--- config.mk ---
export PLATFORM = sky130hd
export DESIGN_NAME = konata_id_tracker
export DESIGN_NICKNAME = d
export VERILOG_FILES = /design/src/rtl/konata_id_tracker_pkg.sv /design/src/rtl/konata_id_tracker_stage_reg.sv /design/src/rtl/konata_id_tracker.sv
export SDC_FILE = /design/constraint.sdc
export NUM_CORES = 1
export LEC_CHECK = 0
export ABC_CLOCK_PERIOD_IN_PS = 2370
export CORE_MARGIN = 5
export CORE_UTILIZATION = 29
export DETAILED_ROUTE_END_ITERATION = 6
export MAX_ROUTING_LAYER = met4
export PLACE_DENSITY = 0.67
export SYNTH_ARGS = -nofsm -noshare
export SYNTH_HDL_FRONTEND = slang
export SYNTH_SLANG_ARGS = --single-unit
--- constraint.sdc ---
create_clock -name clk -period 2.37 [get_ports clk]
set_input_delay 0.3555 -clock clk [delete_from_list [all_inputs] [get_ports clk]]
set_output_delay 0.3555 -clock clk [all_outputs]
set_load 0.02 [all_outputs]
--- src/rtl/konata_id_tracker_pkg.sv ---
// Shared types and constants for the konata pipeline ID tracker.
// Optional statistics counters are enabled by defining KONATA_TRACKER_STATS_EN.
package konata_id_tracker_pkg;

  localparam int unsigned KONATA_NSTG = 6;

  typedef enum logic [2:0] {
    STG_IF1 = 3'd0,
    STG_IF2 = 3'd1,
    STG_ID  = 3'd2,
    STG_RR  = 3'd3,
    STG_EXE = 3'd4,
    STG_WB  = 3'd5
  } konata_stage_t;

  typedef struct packed {
    logic        valid;
    logic [63:0] id;
  } konata_entry_t;

endpackage

--- src/rtl/konata_id_tracker_stage_reg.sv ---
// One tracked pipeline slot: valid/ID register with kill > hold > bubble > load priority.
module konata_stage_reg
  import konata_id_tracker_pkg::*;
#(
  parameter int unsigned ID_W = 64
) (
  input  logic            clk,
  input  logic            rst,
  input  logic            kill_i,
  input  logic            hold_i,
  input  logic            bubble_i,
  input  logic            in_valid_i,
  input  logic [ID_W-1:0] in_id_i,
  output logic            valid_o,
  output logic [ID_W-1:0] id_o
);

  logic            valid_d, valid_q;
  logic [ID_W-1:0] id_d, id_q;

  // The ID field is only replaced on a real load; kills and bubbles leave it stale.
  always_comb begin
    valid_d = valid_q;
    id_d    = id_q;
    if (kill_i) begin
      valid_d = 1'b0;
    end else if (hold_i) begin
      valid_d = valid_q;
    end else if (bubble_i) begin
      valid_d = 1'b0;
    end else begin
      valid_d = in_valid_i;
      id_d    = in_id_i;
    end
  end

  always_ff @(posedge clk) begin
    if (rst) begin
      valid_q <= 1'b0;
      id_q    <= '0;
    end else begin
      valid_q <= valid_d;
      id_q    <= id_d;
    end
  end

  assign valid_o = valid_q;
  assign id_o    = id_q;

endmodule

--- src/rtl/konata_id_tracker.sv ---
// Tracks instruction IDs through IF1..WB for the konata trace dumper; observe-only.
// Define KONATA_TRACKER_STATS_EN to build the retired/flushed statistics counters.
module konata_id_tracker
  import konata_id_tracker_pkg::*;
#(
  parameter int unsigned ID_W  = 64,
  parameter int unsigned NSTG  = KONATA_NSTG,
  parameter int unsigned CNT_W = 64
) (
  input  logic                 clk,
  input  logic                 rst,
  input  logic                 fetch_valid_i,
  input  logic [NSTG-2:0]      stall_i,
  input  logic [NSTG-2:0]      flush_i,
  output logic [NSTG-1:0]      stage_valid_o,
  output logic [NSTG*ID_W-1:0] stage_id_o,
  output logic [ID_W-1:0]      next_id_o,
  output logic                 retire_o,
  output logic [CNT_W-1:0]     retired_cnt_o,
  output logic [CNT_W-1:0]     flushed_cnt_o
);

  localparam int unsigned WB = 32'(STG_WB);

  logic [NSTG-1:0] hold_c, kill_c, bubble_c, in_valid_c, valid_w;
  logic [ID_W-1:0] in_id_c [NSTG];
  logic [ID_W-1:0] id_w    [NSTG];
  logic            alloc_c;
  logic [ID_W-1:0] next_id_d, next_id_q;

  // An older stall/flush covers every younger stage; WB never holds or is killed.
  always_comb begin
    hold_c = '0;
    kill_c = '0;
    for (int unsigned k = 0; k < NSTG - 1; k++) begin
      hold_c[k] = |(stall_i >> k);
      kill_c[k] = |(flush_i >> k);
    end
  end

  always_comb begin
    in_valid_c[0] = fetch_valid_i;
    in_id_c[0]    = next_id_q;
    bubble_c[0]   = ~fetch_valid_i;
    for (int unsigned k = 1; k < NSTG; k++) begin
      in_valid_c[k] = valid_w[k-1];
      in_id_c[k]    = id_w[k-1];
      bubble_c[k]   = hold_c[k-1] | kill_c[k-1];
    end
  end

  for (genvar g = 0; g < NSTG; g++) begin : g_stage
    konata_stage_reg #(.ID_W(ID_W)) u_stage (
      .clk       (clk),
      .rst       (rst),
      .kill_i    (kill_c[g]),
      .hold_i    (hold_c[g]),
      .bubble_i  (bubble_c[g]),
      .in_valid_i(in_valid_c[g]),
      .in_id_i   (in_id_c[g]),
      .valid_o   (valid_w[g]),
      .id_o      (id_w[g])
    );
    assign stage_id_o[g*ID_W +: ID_W] = id_w[g];
  end

  // Allocation counter wraps silently.
  always_comb begin
    alloc_c   = fetch_valid_i & ~hold_c[0] & ~kill_c[0];
    next_id_d = next_id_q;
    if (alloc_c) begin
      next_id_d = next_id_q + ID_W'(1);
    end
  end

  always_ff @(posedge clk) begin
    if (rst) begin
      next_id_q <= '0;
    end else begin
      next_id_q <= next_id_d;
    end
  end

  assign stage_valid_o = valid_w;
  assign next_id_o     = next_id_q;
  assign retire_o      = valid_w[WB];

`ifdef KONATA_TRACKER_STATS_EN
  logic [CNT_W-1:0] retired_cnt_d, retired_cnt_q;
  logic [CNT_W-1:0] flushed_cnt_d, flushed_cnt_q;

  // Flushed count adds every valid entry removed by a kill this cycle.
  always_comb begin
    retired_cnt_d = retired_cnt_q;
    flushed_cnt_d = flushed_cnt_q + CNT_W'($countones(kill_c & valid_w));
    if (valid_w[WB]) begin
      retired_cnt_d = retired_cnt_q + CNT_W'(1);
    end
  end

  always_ff @(posedge clk) begin
    if (rst) begin
      retired_cnt_q <= '0;
      flushed_cnt_q <= '0;
    end else begin
      retired_cnt_q <= retired_cnt_d;
      flushed_cnt_q <= flushed_cnt_d;
    end
  end

  assign retired_cnt_o = retired_cnt_q;
  assign flushed_cnt_o = flushed_cnt_q;
`else
  assign retired_cnt_o = '0;
  assign flushed_cnt_o = '0;
`endif

endmodule

# [After elaboration in Yosys (flattened, before gate mapping)]
# Cells that the tools add are included.
[op_classes] n_addsub=1 n_mux=5 n_bitwise=21 reduce_logical=19
[op_table] operator="64-bit by 1-bit adder with 64-bit output (second input constant)" count=1
[op_table] operator="3-bit AND reduction" count=5
[op_table] operator="5-bit OR reduction" count=3
[op_table] operator="1-bit NOT" count=14
[op_table] operator="4-bit OR reduction" count=3
[op_table] operator="3-bit OR reduction" count=3
[op_table] operator="2-bit OR reduction" count=4
[op_table] operator="6-bit OR reduction" count=1
[op_table] operator="1-bit two-way mux" count=5
[op_table] operator="1-bit bitwise OR" count=5
[op_table] operator="1-bit AND" count=2
[totals] ff_bits=454

# [Depth between registers and ports, before layout]
[depth] depth_word=4 depth_mapped=10

# [Hierarchy]
# Synthesis repeated with hierarchy kept, for this count alone.
[unflattened] hier_cells=2389 hier_area_um2=22595.4
[by_module_without_submodules] module="konata_stage_reg" n_inst=6 cells_per_inst=309 area_each_um2=3040.4 seq_area_each_um2=1301.2
[by_module_without_submodules] module="konata_id_tracker" n_inst=1 cells_per_inst=535 area_each_um2=4352.9 seq_area_each_um2=1281.2

# [Worst setup path after synthesis]
# OpenSTA, ideal clock, no wires.
[synth_path] path_type="reg2reg" from="reg next_id_q[24], in the netlist next_id_o[24]" to="reg next_id_q[63], in the netlist next_id_o[63]" setup_ns=0.123 t_arrival_ns=2.124 required_time_ns=2.247 slack_ns=0.123 path_stages_with_launch=7 period_less_slack_ns=2.247 cell_sequence="dfxtp_1 > nand2_1 > or3_4 > nor4_2 > and4_1 > nand4_1 > mux2_1"
[synth_via] elab_chain_cells=1
[synth_rtl] element="start, declared" line_no="konata_id_tracker.sv:29" source="logic [ID_W-1:0] next_id_d, next_id_q;"
[synth_rtl] element="start signal, assigned" line_no="konata_id_tracker.sv:80" source="next_id_q <= next_id_d;"
[synth_rtl] element="64-bit by 1-bit adder with 64-bit output" line_no="konata_id_tracker.sv:72" source="next_id_d = next_id_q + ID_W'(1);"
# No other way between the ends.
# A chain may end at the register's enable or synchronous reset.

# [Worst setup path in the final report]
[layout_path] from="reg next_id_q[54], in the netlist next_id_o[54]" to="out next_id_o[54]"
[layout_lines] element="end, declared" line_no="konata_id_tracker.sv:17" source="output logic [ID_W-1:0] next_id_o,"
# No word-level cell between the ends.

==> results.toml <==
[status]
outcome = "completed"

[cts]
clkSlewWorstSetupHoldPaths_ns = 0.06
numCtsBuffers = 50
h-tree-depth = 2
cts_setup_buffers = 0
post_cts_resized = 0
cts_tree = "done"
clkLatencyLatePin_ns = 0.59
clock_sinks = 454
clock_path_buffers = 3
cts_root_buf = "clkbuf_16"
postCtsHoldBufs = 0

[synth]
synth.distinct_cells = 45
syn_inst = 2194
synth-seq-cells = 454
synth.avg_cell_area_um2 = 7.90
synth_simple_gate_area_share = 0.237
synth.yosys.seq_area_share = 0.524
muxShareOfSynthArea = 0.000650
synth_compound_area_frac = 0.125
synthArstFlopShare = 0
synthFlopType = "dfxtp_1"
synth_area_um2 = 17300
synth_edf_count = 0
synth-xor-area-share = 0.0227
synth_top_family_by_area = "simple AND/OR/NAND/NOR gates"
yosys_warnings = 0
synthAdderAreaFrac = 0.000722

[sta]
slew_headroom = 0.448
tightest_slew_ns = 0.829
skew_ns = 0.0182
maxSlewViolCount = 0
finalCritPeriodShare = 0.911
final.setup.tns_ns = 0
setup_viol = 0
hold_viol = 0
grt_setup_unrepaired = "no"
max_freq_mhz = 463
fin_crit_ns = 2.16

[setup_path]
crit_start = "next_id_o[54]"
critPathBufInv = 1
cp_slowest_cell = "clkdlybuf4s50_1"
cp_max_fo = 8
worstSetupPathType = "flop to output port"
cp-start-kind = "flop"
cp_slowest_stage_delay_ns = 0.72
crit_chain = "clkdlybuf4s50_1"
critical_path.top_delay_family = "buffers and inverters"
worstPathArrival_ns = 1.80
worst_r2r_startpoint = "next_id_o[25]"
required_ns = 2.01
crit_path_end_kind = "output port"

[floorplanning]
core_um2 = 59100
die_h_um = 254
start_util = 0.293
io_pins = 596
die_w_um = 254
rows = 89
die-area_um2 = 64800

[cells_and_area]
fill_cells = 5929
nets = 2678
area_growth_pct = 42.5
fin_cells = 3475
final_layout_size_suffix_gt1_frac = 0.0770
multi_input_area_um2 = 7210
mostFrequentLayoutCells = "nand2_1, clkdlybuf4s50_1, dfxtp_1"
diodes = 0
final_common_cell = "nand2_1"
regArea_um2 = 9090

[route]
drtIter0Drc = 1117
drt-pass1-iter-count = 5
vias = 15900
drc = 0
vias_per_cell = 4.56
wl_um = 63700
detail-route-antenna-nets = 0
wire_per_inst_um = 18.3

[place]
place_hpwl_um = 46600
port_buffers = 467
place_congestion = 0.861
placed_cells = 3385

[power]
total_leakage_power_uw = 0.00830
power_uw = 16400
ir_drop_mv = 0.402
power_density_nw_per_um2 = 663

[grt]
grtUsageTotal = 0.186
grt_pass1_wl_um = 91700
first_global_vias = 14400
grt_max_degree = 98
grt_overflow_total = 0
antenna_found_initial = 0

[job]
maxCapViolCount = 0

[hold_path]
min_from = "rst"
hold_path_class = "input port to flop"
==> power by group <==
part	leakage, uW	switching [uW]	internal [uW]
registers	0.00365	0.0274	7630
clock network	0.000869	3280	5000
logic	0.00378	414	67.3
total	0.00830	3690	12700
==> through the flow <==
step / util / hold WS (ns) / setup slack, ns / instance area [um2]
after floorplan: - / 0.434 / 0.123 / 17800
after global placement: 0.388 / 0.441 / -0.295 / 23000
after detailed placement: 0.388 / 0.446 / -0.319 / 23000
after CTS: 0.418 / 0.192 / 0.202 / 24700
after global routing: 0.418 / 0.224 / 0.0411 / 24700
final: 0.418 / 0.236 / 0.211 / 24700
==> flip-flops by register name, summed over array words and instances, names as in the netlist <==
name                     cells
g_stage.u_stage.id_o       384
next_id_o                   64
g_stage.u_stage.valid_o      6
==> layer usage <==
layer / GRT usage / wire length, um
met5: - / 0
met3: 0.0305 / 3360
met1: 0.248 / 28200
met4: 0.0608 / 2230
met2: 0.290 / 29900
==> synth_stat cells (2+ instances only) <==
library cell / instances / area share
inv_1: 2 / 0.00043
nand4_1: 13 / 0.0047
xnor2_1: 24 / 0.012
a21oi_1: 401 / 0.12
nand3_1: 23 / 0.0066
o21ai_0: 9 / 0.0026
or2_2: 2 / 0.00072
clkbuf_1: 133 / 0.029
nor4_1: 13 / 0.0047
buf_1: 3 / 0.00065
dfxtp_1: 454 / 0.52
nor3_2: 4 / 0.0023
a21boi_1: 2 / 0.00087
and3_1: 11 / 0.0040
a22oi_1: 2 / 0.00087
or4_1: 2 / 0.00087
nor2b_1: 4 / 0.0014
and2_1: 3 / 0.0011
o21ai_1: 6 / 0.0017
buf_2: 6 / 0.0017
nand2_1: 803 / 0.17
o21ba_1: 2 / 0.0012
nor3_1: 12 / 0.0035
nand2b_1: 2 / 0.00072
nor2_1: 55 / 0.012
or3_1: 16 / 0.0058
and4_1: 14 / 0.0071
nor3b_1: 3 / 0.0013
buf_4: 134 / 0.058
xor2_1: 21 / 0.011
==> worst paths after layout <==
path / to / slack (ns) / cells after the start
setup / recovery: next_id_o[54] / 0.21 / 1
hold / removal: next_id_o[52] / 0.24 / 2
setup reg to reg: next_id_o[63] / 0.25 / 7
hold reg to reg: g_stage[5].u_stage.id_o[43] / 0.45 / 2
==> cells by family (layout without fill, tap and decap cells) <==
| kind of cell | after synthesis | after routing |
|---|---|---|
| adders and majority gates | 1 | 1 |
| AOI/OAI and AO/OA | 426 | 426 |
| other | 1 | 128 |
| buffers and inverters | 278 | 659 |
| muxes | 1 | 1 |
| DFF | 454 | 454 |
| xor gates and xnor gates | 45 | 45 |
| and+or+nand+nor | 988 | 988 |
==> layout make-up <==
| type | count | area share |
|---|---|---|
| inverter | 2 | 0.000304 |
| multi-input combinational | 1589 | 0.292 |
| timing repair buffer | 567 | 0.230 |
| clock inverter | 22 | 0.0132 |
| tap | 773 | 0.0391 |
| sequential | 454 | 0.368 |
| clock buffer | 68 | 0.0579 |
No activity file was read; power rests on OpenSTA's default activity.
